==> src/rtl/inst_fetch_buffer_pkg.sv <==
// Shared definitions for the instruction fetch buffer: widths, reset vector and
// the request-channel state encoding.
package inst_fetch_buffer_pkg;

   localparam int INST_W = 32;
   localparam int ADDR_W = 32;
   localparam logic [ADDR_W-1:0] RESET_PC_DEFAULT = 32'hbfc00000;

   typedef enum logic [1:0] {
      FETCH_IDLE      = 2'd0,
      FETCH_REQ       = 2'd1,
      FETCH_REQ_STALE = 2'd2
   } fetch_state_t;

endpackage

==> src/rtl/inst_fetch_buffer_sync_fifo.sv <==
// Small synchronous FIFO with a synchronous clear. The head is read
// combinationally, so push and pop in the same cycle work even when full.
module inst_fetch_buffer_sync_fifo #(
   parameter int WIDTH = 32,
   parameter int DEPTH = 4
) (
   input  logic                       clk,
   input  logic                       resetn,
   input  logic                       clear,
   input  logic                       push,
   input  logic [WIDTH-1:0]           push_data,
   input  logic                       pop,
   output logic [WIDTH-1:0]           head,
   output logic [$clog2(DEPTH+1)-1:0] count
);

   localparam int CW = $clog2(DEPTH+1);
   localparam int PW = (DEPTH > 1) ? $clog2(DEPTH) : 1;

   logic [WIDTH-1:0] mem [DEPTH];
   logic [PW-1:0]    wr_ptr;
   logic [PW-1:0]    rd_ptr;

   function automatic logic [PW-1:0] ptr_inc(input logic [PW-1:0] p);
      return (p == PW'(DEPTH-1)) ? '0 : p + PW'(1);
   endfunction

   always_ff @(posedge clk or negedge resetn) begin
      if (!resetn) begin
         wr_ptr <= '0;
         rd_ptr <= '0;
         count  <= '0;
      end else if (clear) begin
         wr_ptr <= '0;
         rd_ptr <= '0;
         count  <= '0;
      end else begin
         if (push) wr_ptr <= ptr_inc(wr_ptr);
         if (pop)  rd_ptr <= ptr_inc(rd_ptr);
         if (push && !pop)      count <= count + CW'(1);
         else if (!push && pop) count <= count - CW'(1);
      end
   end

   always_ff @(posedge clk) begin
      if (push && !clear) mem[wr_ptr] <= push_data;
   end

   assign head = mem[rd_ptr];

endmodule

==> src/rtl/inst_fetch_buffer.sv <==
// Fetch stage: issues pipelined requests to the instruction port, tags them with
// their pc and queues returned {pc,inst} for decode. A flush redirects fetch.
module inst_fetch_buffer
   import inst_fetch_buffer_pkg::*;
#(
   parameter logic [ADDR_W-1:0] RESET_PC = RESET_PC_DEFAULT,
   parameter int                DEPTH    = 4,
   parameter int                MAX_OUT  = 2
) (
   input  logic              clk,
   input  logic              resetn,
   input  logic              flush,
   input  logic [ADDR_W-1:0] flush_pc,
   output logic              inst_req,
   output logic [ADDR_W-1:0] inst_addr,
   input  logic              inst_addr_ok,
   input  logic [INST_W-1:0] inst_rdata,
   input  logic              inst_data_ok,
   output logic              out_valid,
   input  logic              out_ready,
   output logic [ADDR_W-1:0] out_pc,
   output logic [INST_W-1:0] out_inst,
   output fetch_state_t      state
);

   localparam int OW = $clog2(MAX_OUT+1);
   localparam int BW = $clog2(DEPTH+1);
   localparam int SW = ((OW > BW) ? OW : BW) + 1;

   fetch_state_t       next_state;
   logic [ADDR_W-1:0]  fetch_pc;
   logic [ADDR_W-1:0]  stale_addr;
   logic [OW-1:0]      outstanding;
   logic [OW-1:0]      out_next;
   logic [OW-1:0]      discard;
   logic [OW-1:0]      tag_count;
   logic [BW-1:0]      buf_count;
   logic [BW-1:0]      buf_next;
   logic [ADDR_W-1:0]  tag_pc;
   logic [ADDR_W+INST_W-1:0] buf_head;
   logic accept, keep, buf_pop, can_issue, stale_pending;

   assign accept        = inst_req & inst_addr_ok;
   assign keep          = inst_data_ok & (discard == '0);
   assign buf_pop       = out_valid & out_ready;
   assign stale_pending = inst_req & ~inst_addr_ok;

   // Credit is judged on next-cycle occupancy so a request raised now always has room.
   always_comb begin
      out_next = outstanding;
      if (accept && !inst_data_ok)      out_next = outstanding + OW'(1);
      else if (!accept && inst_data_ok) out_next = outstanding - OW'(1);
      buf_next = buf_count;
      if (flush)                  buf_next = '0;
      else if (keep && !buf_pop)  buf_next = buf_count + BW'(1);
      else if (!keep && buf_pop)  buf_next = buf_count - BW'(1);
      can_issue = (SW'(out_next) + SW'(buf_next) < SW'(DEPTH)) && (out_next < OW'(MAX_OUT));
   end

   always_ff @(posedge clk or negedge resetn) begin
      if (!resetn) state <= FETCH_IDLE;
      else         state <= next_state;
   end

   always_comb begin
      next_state = state;
      case (state)
         FETCH_IDLE:      if (!flush && can_issue) next_state = FETCH_REQ;
         FETCH_REQ: begin
            if (flush)             next_state = inst_addr_ok ? FETCH_IDLE : FETCH_REQ_STALE;
            else if (inst_addr_ok) next_state = can_issue ? FETCH_REQ : FETCH_IDLE;
         end
         FETCH_REQ_STALE: if (inst_addr_ok) next_state = FETCH_IDLE;
         default:         next_state = FETCH_IDLE;
      endcase
   end

   always_comb begin
      inst_req  = (state != FETCH_IDLE);
      inst_addr = (state == FETCH_REQ_STALE) ? stale_addr : fetch_pc;
   end

   // A stale request still counts as one response to drop, hence stale_pending.
   always_ff @(posedge clk or negedge resetn) begin
      if (!resetn) begin
         fetch_pc    <= RESET_PC;
         stale_addr  <= RESET_PC;
         outstanding <= '0;
         discard     <= '0;
      end else begin
         outstanding <= out_next;
         if (flush) begin
            fetch_pc <= flush_pc;
            discard  <= out_next + OW'(stale_pending);
            if (state == FETCH_REQ && !inst_addr_ok) stale_addr <= fetch_pc;
         end else begin
            if (accept && state == FETCH_REQ) fetch_pc <= fetch_pc + 32'd4;
            if (inst_data_ok && discard != '0) discard <= discard - OW'(1);
         end
      end
   end

   inst_fetch_buffer_sync_fifo #(.WIDTH(ADDR_W), .DEPTH(MAX_OUT)) u_tag_fifo (
      .clk       (clk),
      .resetn    (resetn),
      .clear     (1'b0),
      .push      (accept),
      .push_data (inst_addr),
      .pop       (inst_data_ok),
      .head      (tag_pc),
      .count     (tag_count)
   );

   inst_fetch_buffer_sync_fifo #(.WIDTH(ADDR_W+INST_W), .DEPTH(DEPTH)) u_inst_buf (
      .clk       (clk),
      .resetn    (resetn),
      .clear     (flush),
      .push      (keep),
      .push_data ({tag_pc, inst_rdata}),
      .pop       (buf_pop),
      .head      (buf_head),
      .count     (buf_count)
   );

   assign out_valid = (buf_count != '0);
   assign out_pc    = out_valid ? buf_head[ADDR_W+INST_W-1:INST_W] : '0;
   assign out_inst  = out_valid ? buf_head[INST_W-1:0] : '0;

   a_no_orphan_resp: assert property (@(posedge clk) disable iff (!resetn)
      !(inst_data_ok && outstanding == '0));
   a_tag_tracks: assert property (@(posedge clk) disable iff (!resetn)
      tag_count == outstanding);

endmodule

==> config.mk <==
export PLATFORM = sky130hd
export DESIGN_NAME = inst_fetch_buffer
export DESIGN_NICKNAME = d
export VERILOG_FILES = /design/src/rtl/inst_fetch_buffer_pkg.sv /design/src/rtl/inst_fetch_buffer_sync_fifo.sv /design/src/rtl/inst_fetch_buffer.sv
export SDC_FILE = /design/constraint.sdc
export NUM_CORES = 1
export LEC_CHECK = 0
export CAP_MARGIN = 30
export CORE_ASPECT_RATIO = 0.6
export CORE_MARGIN = 2
export CORE_UTILIZATION = 55
export CTS_CLUSTER_DIAMETER = 60
export DETAILED_ROUTE_END_ITERATION = 6
export DONT_BUFFER_PORTS = 1
export PLACE_DENSITY_LB_ADDON = 0.12
export SYNTH_ARGS = -nofsm -noshare
export SYNTH_HDL_FRONTEND = slang
export SYNTH_HIERARCHICAL = 1
export SYNTH_SLANG_ARGS = --single-unit
==> constraint.sdc <==
create_clock -name clk -period 10.3 [get_ports clk]
set_clock_uncertainty 0.1 [all_clocks]
set_input_delay 2.06 -clock clk [delete_from_list [all_inputs] [get_ports clk]]
set_output_delay 2.06 -clock clk [all_outputs]
set_load 0.02 [all_outputs]
==> flow_summary.yaml, run 1 <==
status:
  status: "finished clean"
critical_path:
  cp.required_ns: 8.14
  startpoint_type: "flip-flop"
  cp_slowest_cell: "dfrtp_4"
  path_delay_family: "flip-flops"
  end_kind: "output port"
  regToRegStartpoint: "u_inst_buf/count[0]$_DFFE_PN0P_"
  reg2reg_slack_ns: 6.97
  worstSetupStartpoint: "u_inst_buf/rd_ptr[0]$_DFFE_PN0P_"
  max_stage_delay_ns: 0.82
  path_class: "reg2out"
  rr_endpoint: "u_inst_buf/count[2]$_DFFE_PN0P_"
  cp.depth: 3
  worstPathArrival_ns: 2.93
  critPathMaxFanout: 38
  endpoint: "out_pc[14]"
  r2r_cells: 12
  crit_chain: "buf_4 -> mux4_2 -> and2_1"
  cp_num_buf_inv: 1
global_route:
  grt_pass1_wl_microns: 48600
  overflow: 0
  grtUsageTotal_pct: 20.6
  grt_pass1_vias: 8273
  antenna_found_initial: 0
  grt_max_degree: 80
placed_design:
  placed_cells: 1298
  gp_congestion: 0.868
  portBuffers: 0
  post-dp-hpwl_microns: 20100
  dp_slack_ns: 5.65
yosys:
  syn_area_sq_mm: 0.0164
  syn_area_per_cell_sq_um: 17.7
  yosys_warnings: 6
  postSynthCellCount: 929
sta:
  fin_tns_setup_ns: 0
  setup_ws_ns: 5.21
  max_slew_margin_pct: 32.8
  drv_slew: 0
  rsz0062_at_grt: "no"
  timing.final.crit_share_pct: 49.5
  post-route-min-period_ns: 5.09
  setup_viol: 0
  clock.fmax_mhz: 196
  hold_viol_final: 0
  worst_slew_pin_slew_ns: 0.998
floorplan:
  core_area_sq_mm: 0.0291
  start_util_pct: 56.6
  fp.dieW_microns: 227
  die-area_sq_mm: 0.0313
  io_pins: 170
  fp.dieH_microns: 138
  num_rows: 48
finish:
  antennaDiodeCount: 0
  n_fill_cell: 2068
  drive_gt1_share_pct: 27.3
  final_core_util_pct: 62.6
  syn2layout_area_growth_pct: 10.6
  fin_cells: 1367
  nets: 1025
cts:
  numCtsBuffers: 37
  post_cts.repair.setup_buffers: 0
  cts.sink_count: 399
  ctsResizeCount: 0
  htreeDepth: 2
  cts_hold_buffers: 0
  clock_tree.buffer_depth: 3
  clk_pin_slew_ns: 0.06
  cts_root_buf: "clkbuf_16"
  cts_tree: "done"
  clk_latency_ns: 0.52
drt:
  drt-initial-drc-count: 596
  antenna_left: 0
  drt_wl_total_microns: 31400
  first_pass_iters: 5
  vias: 7958
  viasPerCell: 5.82
  wl_per_cell_microns: 23.0
  drc: 0
power:
  p_leak_uw: 0.00612
  power_uw: 4340
  powerDensity_mw_per_mm2: 239
  ir_drop_mv: 0.179
min_path:
  hold_start: "stale_addr[17]$_DFFE_PN0P_"
  worstHoldPathType: "reg2reg"
flow_run:
  drv_cap: 0
per-layer routing:
metal	vias up	global-route usage, %	wire (microns)
met1	4147	28.8	13800
met3	44	6.14	2260
li1	3561	-	-
met4	0	4.25	491
met5	-	0	0
met2	206	32.6	14900
cells in the final DEF, fill, tap and decap left out, drive strengths merged, types with 3 or more instances in the layout:
| master | instances |
|---|---|
| ha | 13 |
| a21oi | 6 |
| nand3 | 12 |
| mux2i | 6 |
| or3 | 3 |
| xnor2 | 25 |
| dfstp | 18 |
| nand4 | 9 |
| and4 | 3 |
| nand2b | 5 |
| nor4 | 4 |
| xor2 | 14 |
| inv | 22 |
| nand2 | 48 |
| nor2b | 3 |
| buf | 12 |
| clkinv | 11 |
| mux4 | 64 |
| and2 | 69 |
| clkbuf | 46 |
| mux2 | 94 |
| edfxtp | 320 |
| bufinv | 6 |
| nor3 | 11 |
| nor2 | 21 |
| o21ai | 38 |
| dfrtp | 61 |
| conb | 4 |
final cells by class:
type	count	area [sq um]	area share [%]
clock buffers	46	1020	5.62
clock inverters	19	251	1.38
inverters	20	75.1	0.413
multi-input cells	471	4550	25.0
flip-flops and latches	399	11600	63.9
well taps	400	500	2.75
repair buffers	12	170	0.936
how the worst min path moves through the flow:
stage                            endpoint  slack, ns  cells after the start
2_1_floorplan   stale_addr[0]$_DFFE_PN0P_       0.37                      1
3_3_place_gp   stale_addr[18]$_DFFE_PN0P_       0.38                      1
3_5_place_dp   stale_addr[12]$_DFFE_PN0P_       0.39                      1
4_1_cts         stale_addr[7]$_DFFE_PN0P_       0.41                      1
5_1_grt        stale_addr[19]$_DFFE_PN0P_       0.41                      1
6_report       stale_addr[17]$_DFFE_PN0P_       0.40                      1
flip-flops by register name, summed over array words and instances (netlist names):
signal / count
u_inst_buf/mem: 256
u_tag_fifo/mem: 64
fetch_pc: 32
stale_addr: 32
u_inst_buf/count: 3
discard: 2
outstanding: 2
state: 2
u_inst_buf/rd_ptr: 2
u_inst_buf/wr_ptr: 2
u_tag_fifo/rd_ptr: 1
u_tag_fifo/wr_ptr: 1
metrics by stage:
stage               hold WS [ns]  area, sq um
global placement           0.385        16800
global route               0.411        18200
detailed placement         0.390        16800
CTS                        0.406        18100
finish                     0.403        18200
floorplan                  0.375        16500
worst register-to-register path, cell delays in order, from the launching register on:
cell      delay [ns]
dfrtp_1         0.42
inv_1           0.11
ha_1            0.24
nand2b_2        0.07
buf_4           0.54
nand2_1         0.28
inv_1           0.18
inv_1           0.09
ha_1            0.23
fa_1            0.39
xnor2_1         0.16
or3_1           0.31
a21oi_1         0.14
report_power, final:
group	leakage, uW	switching [uW]	total (uW)	internal (uW)
Combinational	0.00166	521	877	356
Clock	0.000625	563	1420	857
Sequential	0.00383	117	2040	1930
Power figures use the tool's default switching activity.
==> run 2: changes to the inputs <==
Clock period 10.3 ns to 4.7 ns, I/O delays scaled along.
==> run 2 against run 1 <==
  * Non-clock buffer count increased by 3
  * Sequential share of layout area is 0.18 points lower
  * Utilization increased by 0.17 points
  * Final cell count grew 0.59%
==> flow_summary.yaml, run 2 (synthesized netlist as in run 1, its figures left out) <==
cts:
  cts_root_buf: "clkbuf_16"
  cts.sink_count: 399
  ctsResizeCount: 0
  cts_hold_buffers: 1
  clk_pin_slew_ns: 0.07
  post_cts.repair.setup_buffers: 0
  cts_tree: "done"
  clk_latency_ns: 0.53
  numCtsBuffers: 38
  clock_tree.buffer_depth: 3
  htreeDepth: 2
critical_path:
  cp_num_buf_inv: 1
  regToRegStartpoint: "u_inst_buf/count[0]$_DFFE_PN0P_"
  end_kind: "output port"
  cp.required_ns: 3.66
  cp_slowest_cell: "nor2b_2"
  worstSetupStartpoint: "state[1]$_DFFE_PN0P_"
  startpoint_type: "flip-flop"
  critPathMaxFanout: 19
  max_stage_delay_ns: 0.82
  worstPathArrival_ns: 2.75
  crit_chain: "nor2b_2 -> buf_4 -> mux2_2"
  path_delay_family: "simple AND/OR/NAND/NOR gates"
  path_class: "reg2out"
sta:
  max_slew_margin_pct: 30.4
  setup_ws_ns: 0.906
  fin_tns_setup_ns: 0
  worst_slew_pin_slew_ns: 1.03
  post-route-min-period_ns: 3.79
  clock.fmax_mhz: 264
  drv_slew: 0
  setup_viol: 0
  timing.final.crit_share_pct: 80.7
  hold_viol_final: 0
  hold_slack_ns: 0.146
  rsz0062_at_grt: "no"
drt:
  met1Wirelength_microns: 14100
  drc: 0
  antenna_left: 0
  vias: 8070
  viasPerCell: 5.87
  maxUsedRoutingLayer: "met4"
  drt-initial-drc-count: 644
  wl_met3_microns: 2280
  route.met2.wl_microns: 15600
  drt_wl_total_microns: 32500
  wl_per_cell_microns: 23.7
  first_pass_iters: 5
finish:
  multi_input_area_sq_mm: 0.00455
  regArea_sq_mm: 0.0116
  final_core_util_pct: 62.7
  nets: 1029
  n_fill_cell: 2103
  regMostFlops: "u_inst_buf/mem"
  mostFrequentLayoutCells: "edfxtp_1 (320), mux2_2 (94), and2_1 (65)"
  syn2layout_area_growth_pct: 10.9
  largest_reg_flops: 256
  final_common_cell: "edfxtp_1"
  drive_gt1_share_pct: 27.1
  reg_top3: "u_inst_buf/mem x256, u_tag_fifo/mem x64"
global_route:
  grtUsageTotal_pct: 21.5
  antenna_found_initial: 0
  grt_max_degree: 75
  grt_pass1_vias: 8496
  grt_pass1_wl_microns: 49800
  overflow: 0
floorplan:
  num_rows: 48
  start_util_pct: 56.6
  core_area_sq_mm: 0.0291
  fp.dieH_microns: 138
  fp.dieW_microns: 227
  io_pins: 170
  die-area_sq_mm: 0.0313
min_path:
  worstHoldPathType: "in2async"
power:
  p_leak_uw: 0.00613
  ir_drop_mv: 0.281
  powerDensity_mw_per_mm2: 521
placed_design:
  portBuffers: 0
  dp_slack_ns: 1.18
  post-dp-hpwl_microns: 21000
  gp_congestion: 0.869
status:
  status: "finished clean"
flow_run:
  drv_cap: 0
==> run 2: cell count changes in the layout (fill, tap and decap cells not counted), sizes merged <==
| cell | change |
|---|---|
| buf | +2 |
| bufinv | -2 |
| clkbuf | +5 |
| clkinv | +3 |
| clkinvlp | +1 |
| diode | +1 |
| inv | -2 |
==> run 2: layer usage <==
metal | GRT usage (%) | vias to the layer above
li1 | - | 3574
met1 | 29.5 | 4241
met2 | 34.4 | 215
met3 | 5.85 | 40
met4 | 5.63 | 0
met5 | 0 | -
==> run 2: path summary, 6_finish.rpt <==
check                           depth (start not counted)                               end  slack [ns]
worst max register to register                         11   u_inst_buf/count[2]$_DFFE_PN0P_        1.20
worst min register to register                          1         stale_addr[1]$_DFFE_PN0P_        0.41
worst min-delay path                                    1           fetch_pc[0]$_DFFE_PN0P_        0.15
max in group asynchronous                               1  u_inst_buf/rd_ptr[0]$_DFFE_PN0P_        3.96
worst max-delay path                                    3                     inst_addr[30]        0.91
min in group clk                                        1          fetch_pc[22]$_DFFE_PN1N_        0.40
==> run 2: report_power, final <==
part	internal, uW	leakage (uW)	switching [uW]
Sequential	4220	0.00383	216
Clock	1810	0.000606	1230
Combinational	798	0.00169	1220
Total	6830	0.00613	2670
==> run 2: through the flow <==
stage               cells  total power, uW  cell area [sq um]
CTS                  1372             9620              18200
global route         1374             9930              18200
global placement     1298             6470              16800
detailed placement   1302             6550              16900
floorplan             932             6110              16500
finish               1375             9500              18200
==> run 2: area by class of cell <==
class                   instances  area share [%]
flip-flops and latches        399            63.7
multi-input cells             471            25.0
clock buffers                  50            5.81
well taps                     400            2.74
repair buffers                 15            1.34
clock inverters                19            1.02
inverters                      20           0.412
diodes                          1          0.0137
==> run 2: worst reg2reg max path: stages (launching register included) <==
cell	delay (ns)
dfrtp_1	0.41
inv_1	0.11
ha_1	0.23
nand2b_2	0.70
nand2_1	0.31
inv_1	0.18
inv_1	0.08
ha_1	0.22
fa_1	0.38
xnor2_1	0.15
or3_1	0.33
a21oi_1	0.20
==> run 3: changes to the inputs <==
Clock period 4.7 ns to 3.8 ns, I/O delays scaled along.
==> run 3 against run 2 <==
  * Hold slack got worse by 0.12 ns
  * Wire length rose by 2.2%
  * Largest cell class unchanged
  * Largest power group unchanged
  * Die area stayed put
  * Via count increased by 1.4%
  * Clock power is 21% higher
  * Critical endpoint is now inst_addr[21]
  * Setup slack got worse by 0.48 ns
  * Final cell count rose by 0.22%
==> flow_summary.yaml, run 3 (synthesized netlist as in run 1, its figures left out) <==
critical_path:
  startpoint_type: "flip-flop"
  worstPathArrival_ns: 2.51
  worstSetupStartpoint: "state[1]$_DFFE_PN0P_"
  rr_endpoint: "u_inst_buf/mem[2][55]$_DFFE_PP_"
  path_class: "reg2out"
  end_kind: "output port"
  cp.required_ns: 2.94
  max_stage_delay_ns: 0.65
  reg2reg_slack_ns: 1.13
  regToRegStartpoint: "discard[0]$_DFFE_PN0P_"
  cp_slowest_cell: "nor2b_2"
  path_delay_family: "simple AND/OR/NAND/NOR gates"
  r2r_cells: 7
  critPathMaxFanout: 27
  crit_chain: "nor2b_2 -> buf_12 -> mux2_2"
  cp_num_buf_inv: 1
sta:
  rsz0062_at_grt: "no"
  clock.fmax_mhz: 296
  worst_slew_pin_slew_ns: 0.961
  max_slew_margin_pct: 35.4
  timing.final.crit_share_pct: 88.8
  hold_slack_ns: 0.0214
  post-route-min-period_ns: 3.37
  setup_ws_ns: 0.427
  drv_slew: 0
  setup_viol: 0
  fin_tns_setup_ns: 0
  hold_viol_final: 0
drt:
  wl_per_cell_microns: 24.1
  drt_wl_total_microns: 33200
  vias: 8180
  viasPerCell: 5.94
  antenna_left: 0
  drt-initial-drc-count: 518
  first_pass_iters: 5
  drc: 0
global_route:
  antenna_found_initial: 0
  grt_pass1_wl_microns: 50000
  grt_util_met2_pct: 34.1
  grt_pass1_vias: 8484
  top_usage_layer: "met2"
  gr-usage-met1_pct: 30.4
  grtUsageTotal_pct: 21.6
  overflow: 0
  grt_max_degree: 80
  grt_util_met3_pct: 5.21
cts:
  htreeDepth: 2
  clock_tree.buffer_depth: 3
  cts_root_buf: "clkbuf_16"
  ctsResizeCount: 0
  cts_tree: "done"
  clk_pin_slew_ns: 0.06
  numCtsBuffers: 37
  clk_latency_ns: 0.53
  cts.sink_count: 399
finish:
  n_fill_cell: 2077
  nets: 1033
  largest_reg_flops: 256
  regMostFlops: "u_inst_buf/mem"
  final_core_util_pct: 62.6
  syn2layout_area_growth_pct: 10.7
  drive_gt1_share_pct: 27.2
  final_common_cell: "edfxtp_1"
  mostFrequentLayoutCells: "edfxtp_1 (320), mux2_2 (94), and2_1 (65)"
  reg_top3: "u_inst_buf/mem x256, u_tag_fifo/mem x64"
  antennaDiodeCount: 0
floorplan:
  fp.dieH_microns: 138
  start_util_pct: 56.6
  core_area_sq_mm: 0.0291
  fp.dieW_microns: 227
  io_pins: 170
  num_rows: 48
  die-area_sq_mm: 0.0313
placed_design:
  post-dp-hpwl_microns: 21000
  gp_congestion: 0.847
  portBuffers: 0
  dp_slack_ns: 0.991
power:
  powerDensity_mw_per_mm2: 642
  ir_drop_mv: 0.488
  power_uw: 11700
  p_leak_uw: 0.00612
min_path:
  worstHoldPathType: "in2async"
status:
  status: "finished clean"
flow_run:
  drv_cap: 0
[run 3: through the flow]
step	area [sq um]	cells
after floorplan	16500	932
after global placement	16900	1304
after CTS	18200	1377
after global routing	18200	1378
after detailed placement	17000	1308
final	18200	1378
[run 3: how the worst max path moves through the flow]
stage,end,slack [ns],cells after the start
floorplan,u_inst_buf/mem[0][0]$_DFFE_PP_,0.47,4
global placement,inst_addr[16],1.05,4
detailed placement,inst_addr[28],0.99,4
CTS,inst_addr[28],0.41,4
global route,inst_addr[21],0.35,3
finish,inst_addr[21],0.43,3
[run 3: area by class of cell]
type,instances,area (sq um),share of cell area (%)
timing repair buffer,20,241,1.33
clock buffer,49,1040,5.73
sequential,399,11600,63.8
inverter,20,75.1,0.412
clock inverter,19,169,0.928
tap,400,500,2.75
multi-input combinational,471,4560,25.0
[run 3: repair_timing]
| item | 4_1_cts | 5_1_grt |
|---|---|---|
| hold buffers | 1 | 0 |
| hold endpoints to repair | 79 | 0 |
| buffers inserted | 0 | 0 |
| endpoints found under the setup margin | 0 | 0 |
[run 3: worst register-to-register path, stage by stage, from the launching register on]
cell and delay [ns]:
dfrtp_1 0.36, inv_1 0.08, ha_1 0.21, nand2_1 0.18
inv_1 0.26, nor2b_1 0.30, and2_4 0.47, buf_12 0.30
[run 3: power breakdown]
part	leakage [uW]	switching (uW)	internal, uW
Combinational	0.00169	1500	1000
Sequential	0.00383	289	5220
Clock	0.000593	1540	2140
Total	0.00612	3330	8370
[run 3: per-layer routing]
layer / wire [microns] / vias up
li1: - / 3578
met4: 628 / 0
met1: 14700 / 4334
met3: 2130 / 49
met2: 15800 / 219
met5: 0 / -
